--- config.mk ---
export PLATFORM = sky130hd
export DESIGN_NAME = bin2gray_counter
export DESIGN_NICKNAME = d
export VERILOG_FILES = /design/src/rtl/bin2gray_counter.sv
export SDC_FILE = /design/constraint.sdc
export NUM_CORES = 1
export LEC_CHECK = 0
export CORE_AREA = 10 10 47 49
export DETAILED_ROUTE_END_ITERATION = 7
export DIE_AREA = 0 0 57 59
export PLACE_DENSITY = 0.65
export SLEW_MARGIN = 30
export SYNTH_ARGS = -nofsm -noshare
export SYNTH_HDL_FRONTEND = slang
export SYNTH_SLANG_ARGS = --single-unit
--- constraint.sdc ---
create_clock -name clk -period 3.94 [get_ports clk]
set_input_delay 0.591 -clock clk [delete_from_list [all_inputs] [get_ports clk]]
set_output_delay 0.591 -clock clk [all_outputs]
set_load 0.005 [all_outputs]
--- src/rtl/bin2gray_counter.sv ---
// bin2gray_counter
// Up/down binary counter with a registered Gray-code output. It generates
// Gray-coded pointers (for example, FIFO read/write pointers) that cross
// clock domains and are decoded by the companion Gray-to-binary decoder.
// Both bin and gray come straight from flops. An en step therefore changes
// exactly one gray bit, and gray never glitches.
module bin2gray_counter #(
  parameter int unsigned WIDTH = 4
) (
  input  logic             clk,
  input  logic             rst,
  input  logic             en,
  input  logic             up_dn,
  input  logic             load,
  input  logic [WIDTH-1:0] load_val,
  output logic [WIDTH-1:0] bin,
  output logic [WIDTH-1:0] gray,
  output logic             wrap,
  output logic             step
);

  logic [WIDTH-1:0] r_bin;
  logic [WIDTH-1:0] r_gray;
  logic             r_wrap;
  logic             r_step;

  logic [WIDTH-1:0] w_bin_nxt;
  logic [WIDTH-1:0] w_gray_nxt;
  logic             w_wrap_nxt;
  logic             w_step_nxt;
  logic             w_at_max;
  logic             w_at_zero;

  assign w_at_max  = (r_bin == '1);
  assign w_at_zero = (r_bin == '0);

  // Next-state selection: load beats en; en steps up or down by one.
  always_comb begin
    w_bin_nxt  = r_bin;
    w_wrap_nxt = 1'b0;
    w_step_nxt = 1'b0;
    if (load) begin
      w_bin_nxt = load_val;
    end else if (en) begin
      w_step_nxt = 1'b1;
      if (up_dn) begin
        w_bin_nxt  = r_bin + 1'b1;
        w_wrap_nxt = w_at_max;
      end else begin
        w_bin_nxt  = r_bin - 1'b1;
        w_wrap_nxt = w_at_zero;
      end
    end
  end

  // Gray code of the next binary value, so that bin and gray register together.
  always_comb begin
    w_gray_nxt = w_bin_nxt ^ (w_bin_nxt >> 1);
  end

  // Count, Gray and pulse registers; rst clears them without waiting for clk.
  always_ff @(posedge clk or posedge rst) begin
    if (rst) begin
      r_bin  <= '0;
      r_gray <= '0;
      r_wrap <= 1'b0;
      r_step <= 1'b0;
    end else begin
      r_bin  <= w_bin_nxt;
      r_gray <= w_gray_nxt;
      r_wrap <= w_wrap_nxt;
      r_step <= w_step_nxt;
    end
  end

  assign bin  = r_bin;
  assign gray = r_gray;
  assign wrap = r_wrap;
  assign step = r_step;

endmodule

==> reports/qor.yml, run 1 <==
drc_errors: 0
io_pins: 19
multiInputGateArea_um2: 238
synth_ff_type: "dfrtp_1"
cts_resized: 0
p_leak_nw: 0.321
synth_seq_cells: 9
post_drt_wl_per_cell_um: 14.3
initial_utilization_pct: 35.2
clk_latency_ns: 0.26
fin_skew_ns: 0.00336
syn_to_final_growth_pct: 42.9
tightest_slew_ns: 0.371
min-delay-path-class: "in2async"
dieArea_um2: 3360
fill_cells: 135
grt_util_all_layers_pct: 7.81
clk_path_buf_depth: 2
grt_max_degree: 10
async_flop_share_pct: 100
slowest_delay_ns: 0.53
fp.coreArea_um2: 1400
cts_tree: "done"
antenna_found_initial: 0
finalHoldViolations: 0
worstSetupPathType: "in2reg"
antenna_cells: 0
cellPowerDensity_nw_per_um2: 416
syn_inst: 45
overflow: 0
dr.pass1.iters: 4
drive_above_1_share_pct: 9.23
core.rowCount: 14
status: "finished clean"
vias: 376
synth.avg_cell_area_um2: 11.0
holdWs_ns: 0.585
syn_nets: 57
syn-cell-area_um2: 493
crit_required_ns: 4.07
cp_data_arrival_time_ns: 2.44
cts_root_buf: "clkbuf_4"
grt_pass1_wl_mm: 2.06
vdd_drop_max_mv: 0.313
fp.dieW_um: 57
htree_levels: 1
synth_area_leaders: "dfrtp_1 (46%), xnor2_1 (7.1%), ha_1 (5.1%), fa_1 (4.1%), mux2i_1 (4.1%)"
slew_violations: 0
fmax_mhz: 433
synth_most_common_cell: "dfrtp_1"
rsz0062_at_grt: "false"
maxSlewHeadroom_pct: 75.1
grt_pass1_vias: 430
period_needed_ns: 2.31
path_buf_inv: 2
postCtsSetupBuffers: 0
crit_family: "buffers and inverters"
yosysWarnings: 0
end_kind: "flip-flop"
synth.distinct_cells: 22
synth_top_area_share_pct: 45.7
clk_pin_slew_worst_paths_ns: 0.06
seq_area_um2: 225
cts_made_buffers: 3
cts_hold_buffers: 0
critPathLaunchType: "primary input"
globalplace.congestion: 0.740
avgViaCountPerCell: 4.64
postRouteAntennaNets: 0
synth_edf_count: 0
totalWireLength_mm: 1.16
setup-tns-final_ns: 0
drt_iter0_drc: 7
cp_slowest_cell: "clkdlybuf4s50_1"
cp_max_fo: 4
synthTopCellsByCount: "dfrtp_1 (9), inv_1 (4), nor2_1 (4), xnor2_1 (4)"
setup_violations: 0
layout.nets: 78
ys_seq_area_share_pct: 45.7
fin_crit_sh_pct: 58.6
io_buffers: 18
dp_hpwl_um: 911
dieHeight_um: 59
path_cells: "clkdlybuf4s50_1 -> inv_1 -> ha_1 -> a21oi_1 -> a211oi_1 -> or3_4 -> xor2_1"
drv_cap: 0
yosys.area.top_type: "dfrtp_1"
clock-sinks: 9
==> power breakdown <==
part | switching (mW) | internal [mW] | total (mW) | leakage, nW
logic | 0.0388 | 0.0621 | 0.101 | 0.195
clock network | 0.0298 | 0.0389 | 0.0687 | 0.0150
registers | 0.0143 | 0.109 | 0.123 | 0.110
total | 0.0829 | 0.210 | 0.293 | 0.321
==> final cells by class <==
cell class / instances / share of cell area, %
tap: 16 / 2.84
sequential: 9 / 32.0
inverter: 4 / 2.13
timing repair buffer: 18 / 25.6
clock buffer: 4 / 3.73
multi-input combinational: 30 / 33.7
==> cells in the final DEF, fill, tap and decap left out <==
cell type and count:
a211oi_1 1, o21ai_1 1, inv_1 4, or3_4 1, clkdlybuf4s50_1 18, nand2_1 2, ha_1 2, nand3_1 1
clkbuf_4 3, a21oi_1 2, or4_1 1, o21ai_0 1, and3_1 1, nor2_1 4, clkbuf_1 1, a31oi_1 1
xnor2_1 4, and4b_1 1, dfrtp_1 9, nand2b_4 1, xor2_1 2, mux2i_1 2, fa_1 1, a22o_2 1
==> registers in the layout, indices dropped and copies added (netlist names) <==
| signal | cells |
|---|---|
| wrap | 1 |
| bin | 4 |
| step | 1 |
| gray | 3 |
==> worst paths after layout <==
| path | cells after the start | slack (ns) | to | start |
|---|---|---|---|---|
| max | 7 | 1.63 | gray[2] | up_dn |
| min | 2 | 0.58 | bin[3] | rst |
| max reg2reg | 5 | 2.18 | gray[2] | bin[2] |
| min reg2reg | 2 | 0.68 | wrap | bin[3] |
| max in group asynchronous | 2 | 3.10 | bin[0] | rst |
| min in group clk | 2 | 0.68 | wrap | bin[3] |
==> per-layer routing <==
| layer | track usage, % | up-vias | part of all wire [%] |
|---|---|---|---|
| met5 | 0 | - | 0 |
| met4 | 5.03 | 0 | 1.1 |
| met3 | 4.94 | 2 | 12 |
| met2 | 11.2 | 16 | 44 |
| met1 | 8.41 | 166 | 43 |
| li1 | - | 192 | - |
==> cell families after synthesis <==
family | share of synthesized area, %
AOI/OAI and AO/OA | 8.88
buffers and inverters | 6.09
DFF | 45.7
xor gates and xnor gates | 10.7
adders and majority gates | 9.14
and+or+nand+nor | 15.5
muxes | 4.06
==> metrics by stage <==
stage | instance area, um^2 | std cells | util (%) | power [mW] | setup slack (ns)
CTS | 704 | 81 | 50.3 | 0.298 | 1.64
detailed placement | 678 | 77 | 48.4 | 0.226 | 1.37
finish | 704 | 81 | 50.3 | 0.293 | 1.63
floorplan | 493 | 45 | - | 0.171 | 2.06
global route | 704 | 81 | 50.3 | 0.315 | 1.51
global placement | 678 | 77 | 48.4 | 0.225 | 1.42
Power figures use the tool's default switching activity.
==> run 2: changes to the inputs <==
==> constraint.sdc (replaced) <==
create_clock -name clk -period 2.4 [get_ports clk]
set_input_delay 0.36 -clock clk [delete_from_list [all_inputs] [get_ports clk]]
set_output_delay 0.36 -clock clk [all_outputs]
set_load 0.005 [all_outputs]
==> reports/qor.yml, run 2 (synthesized netlist as in run 1, its figures left out) <==
cp-endpoint: "gray[2]"
critPathLaunchType: "primary input"
setup-tns-final_ns: 0
rsz0062_at_grt: "false"
avgViaCountPerCell: 4.62
fp.coreArea_um2: 1400
reg2reg_to: "gray[2]"
cts_root_buf: "clkbuf_4"
cp_num_cells: 7
numPlacedInstances: 77
initial_utilization_pct: 35.2
path_cells: "clkdlybuf4s50_1 -> inv_1 -> ha_1 -> a21oi_1 -> a211oi_1 -> or3_4 -> xor2_1"
overflow: 0
dr.pass1.iters: 4
fin_skew_ns: 0.00366
largest_register_ffs: 4
cp_data_arrival_time_ns: 2.17
io_buffers: 18
htree_levels: 1
fmax_mhz: 491
min-delay-path-class: "in2async"
grt_max_degree: 10
io_pins: 19
reg2reg_depth: 5
dieArea_um2: 3360
dp_hpwl_um: 849
drv_cap: 0
maxSlewHeadroom_pct: 75.6
grt_pass1_wl_mm: 1.86
fin_cells: 81
r2r_setup_slack_ns: 0.66
totalWireLength_mm: 1.05
vias: 374
cts_made_buffers: 3
cts_resized: 0
clk_pin_slew_worst_paths_ns: 0.06
slew_violations: 0
cts_tree: "done"
cts_hold_buffers: 0
antenna_found_initial: 0
fp.dieW_um: 57
layout.nets: 78
status: "finished clean"
tightest_slew_ns: 0.364
drc_errors: 0
path_buf_inv: 2
core.rowCount: 14
fin_crit_sh_pct: 84.8
timing.rr.start: "bin[2]"
drive_above_1_share_pct: 9.23
final_area_um2: 704
syn_to_final_growth_pct: 42.9
drt_iter0_drc: 5
vdd_drop_max_mv: 0.338
crit_required_ns: 2.53
clk_path_buf_depth: 2
finalHoldViolations: 0
clk_latency_ns: 0.26
post_drt_wl_per_cell_um: 13.0
worstSetupPathType: "in2reg"
fill_cells: 140
antenna_cells: 0
slowest_delay_ns: 0.52
grt_util_all_layers_pct: 6.93
dieHeight_um: 59
cp_max_fo: 4
p_leak_nw: 0.321
period_needed_ns: 2.03
globalplace.congestion: 0.740
post_dp_cell_area_um2: 678
postRouteAntennaNets: 0
grt_pass1_vias: 420
end_kind: "flip-flop"
clock-sinks: 9
cp_slowest_cell: "clkdlybuf4s50_1"
setup.worst_path.start: "up_dn"
cellPowerDensity_nw_per_um2: 678
crit_family: "buffers and inverters"
final_common_cell: "clkdlybuf4s50_1"
final_cell_mix: "clkdlybuf4s50_1 (18), dfrtp_1 (9), inv_1 (4), nor2_1 (4), xnor2_1 (4)"
setup_violations: 0
postCtsSetupBuffers: 0
-- run 2: cell counts in the layout (fill, tap and decap cells not counted) --
No cell type changed its count.
-- run 2: cell type report --
cell class / instances / area [um^2] / share of cell area (%)
clock buffer: 4 / 26.3 / 3.73
inverter: 4 / 15.0 / 2.13
multi-input combinational: 30 / 238 / 33.7
sequential: 9 / 225 / 32.0
tap: 16 / 20.0 / 2.84
timing repair buffer: 18 / 180 / 25.6
-- run 2: stage by stage --
stage               setup WS (ns)  utilization (%)  power [mW]  hold slack [ns]
floorplan                   0.749                -       0.280            0.188
global placement            0.130             48.4       0.370            0.629
detailed placement         0.0898             48.4       0.368            0.640
CTS                         0.367             50.3       0.487            0.358
global route                0.251             50.3       0.513            0.381
finish                      0.365             50.3       0.477            0.357
-- run 2: report_power, final --
| part | switching [mW] | internal (mW) |
|---|---|---|
| registers | 0.0218 | 0.179 |
| logic | 0.0618 | 0.102 |
| clock network | 0.0489 | 0.0638 |
| total | 0.133 | 0.345 |
-- run 2: routing by layer --
| metal | vias up | routed length (um) | GRT usage [%] | part of all wire, % |
|---|---|---|---|---|
| li1 | 191 | - | - | - |
| met2 | 17 | 473 | 10.2 | 45 |
| met5 | - | 0 | 0 | 0 |
| met1 | 166 | 456 | 7.31 | 43 |
| met3 | 0 | 122 | 5.15 | 12 |
| met4 | 0 | 0 | 3.02 | 0 |
-- run 2: how the worst min path moves through the flow --
stage	from	end	slack [ns]	cells after the start
after floorplan	rst	bin[0]	0.19	1
after global placement	rst	bin[2]	0.63	2
after detailed placement	rst	gray[2]	0.64	2
after CTS	rst	gray[2]	0.36	2
after global routing	rst	bin[3]	0.38	2
final	rst	step	0.36	2
-- run 2: worst register-to-register path, delay by kind of cell, from the launching register on --
kind | cells | cell delay (ns)
AOI/OAI and AO/OA | 2 | 0.30
xor gates and xnor gates | 1 | 0.14
adders and majority gates | 1 | 0.34
DFF | 1 | 0.43
and+or+nand+nor | 1 | 0.40
==> run 3: changes to the inputs <==
==> constraint.sdc (replaced) <==
create_clock -name clk -period 2.05 [get_ports clk]
set_input_delay 0.3075 -clock clk [delete_from_list [all_inputs] [get_ports clk]]
set_output_delay 0.3075 -clock clk [all_outputs]
set_load 0.005 [all_outputs]
==> reports/qor.yml, run 3 (synthesized netlist as in run 1, its figures left out) <==
critPathLaunchType: "primary input"
holdWs_ns: 0.310
dieArea_um2: 3360
largest_register_ffs: 4
drt_iter0_drc: 4
io_pins: 19
post_dp_cell_area_um2: 708
status: "finished clean"
syn_to_final_growth_pct: 49.0
path_buf_inv: 2
grt_util_all_layers_pct: 7.70
cts_tree: "done"
finalHoldViolations: 0
dp_hpwl_mm: 1.00
dieHeight_um: 59
cts_made_buffers: 3
vias: 428
maxSlewHeadroom_pct: 77.0
cts_root_buf: "clkbuf_4"
grt_pass1_wl_mm: 2.01
cp_data_arrival_time_ns: 2.04
drv_cap: 0
crit_family: "buffers and inverters"
cp_slowest_cell: "clkdlybuf4s50_1"
dr.pass1.iters: 2
slowest_delay_ns: 0.47
slew_violations: 0
grt_max_degree: 10
clk_latency_ns: 0.26
p_leak_nw: 0.340
drive_above_1_share_pct: 14.5
clock-sinks: 9
grt_pass1_vias: 454
avgViaCountPerCell: 5.04
vdd_drop_max_mv: 0.438
overflow: 0
cellPowerDensity_nw_per_um2: 787
cts_hold_buffers: 0
fp.dieW_um: 57
layout.nets: 82
fill_cells: 152
path_cells: "clkdlybuf4s50_1 -> inv_1 -> ha_1 -> a21oi_1 -> a211oi_1 -> or3_4 -> xor2_1"
rsz0062_at_grt: "false"
fin_crit_sh_pct: 92.6
period_needed_ns: 1.90
drc_errors: 0
globalplace.congestion: 0.672
postRouteAntennaNets: 0
min-delay-path-class: "in2async"
clk_path_buf_depth: 2
end_kind: "flip-flop"
fin_skew_ns: 0.000461
final_cell_mix: "clkdlybuf4s50_1 (18), dfrtp_1 (9)"
tightest_slew_ns: 0.345
final_area_um2: 734
cts_resized: 0
antenna_found_initial: 0
fmax_mhz: 527
totalWireLength_mm: 1.21
crit_required_ns: 2.20
antenna_cells: 0
post_drt_wl_per_cell_um: 14.3
postCtsSetupBuffers: 0
fp.coreArea_um2: 1400
final_common_cell: "clkdlybuf4s50_1"
core.rowCount: 14
setup_violations: 0
clk_pin_slew_worst_paths_ns: 0.06
cp_max_fo: 3
htree_levels: 1
initial_utilization_pct: 35.2
worstSetupPathType: "in2reg"
io_buffers: 18
## run 3: cell count changes in the layout (fill, tap and decap cells not counted), sizes merged
cell,before,now
buf,0,4
## run 3: area by class of cell
class	instances	area [um^2]	share of cell area [%]
Multi-Input combinational cell	30	238	32.4
Timing Repair Buffer	22	210	28.6
Clock buffer	4	26.3	3.58
Tap cell	16	20.0	2.73
Inverter	4	15.0	2.04
Sequential cell	9	225	30.7
## run 3: path summary, 6_finish.rpt
path                              from      end  slack [ns]  depth (start not counted)
worst max-delay path             up_dn  gray[2]        0.15                          7
worst min register to register  bin[3]     wrap        0.68                          2
worst max register to register  bin[2]  gray[2]        0.33                          5
min in group clk                bin[3]     wrap        0.68                          2
max in group asynchronous          rst   bin[1]        1.49                          2
worst min-delay path               rst   bin[3]        0.31                          2
## run 3: per-layer routing
metal | track usage (%) | part of all wire [%] | wire, um | up-vias
li1 | - | - | - | 198
met1 | 7.12 | 38 | 458 | 214
met2 | 13.0 | 50 | 611 | 16
met3 | 5.36 | 12 | 143 | 0
met4 | 3.02 | 0 | 0 | 0
met5 | 0 | 0 | 0 | -
## run 3: power by group
group | internal, mW | switching [mW]
Sequential | 0.210 | 0.0294
Combinational | 0.130 | 0.0750
Clock | 0.0748 | 0.0589
## run 3: stage by stage
step / instances / power [mW] / setup slack (ns) / TNS, ns / utilization [%]
after floorplan: 45 / 0.328 / 0.431 / 0 / -
after global placement: 81 / 0.445 / -0.0882 / -0.0882 / 50.5
after detailed placement: 81 / 0.451 / -0.131 / -0.146 / 50.5
after CTS: 85 / 0.593 / 0.151 / 0 / 52.4
after global routing: 85 / 0.621 / 0.0617 / 0 / 52.4
final: 85 / 0.578 / 0.152 / 0 / 52.4
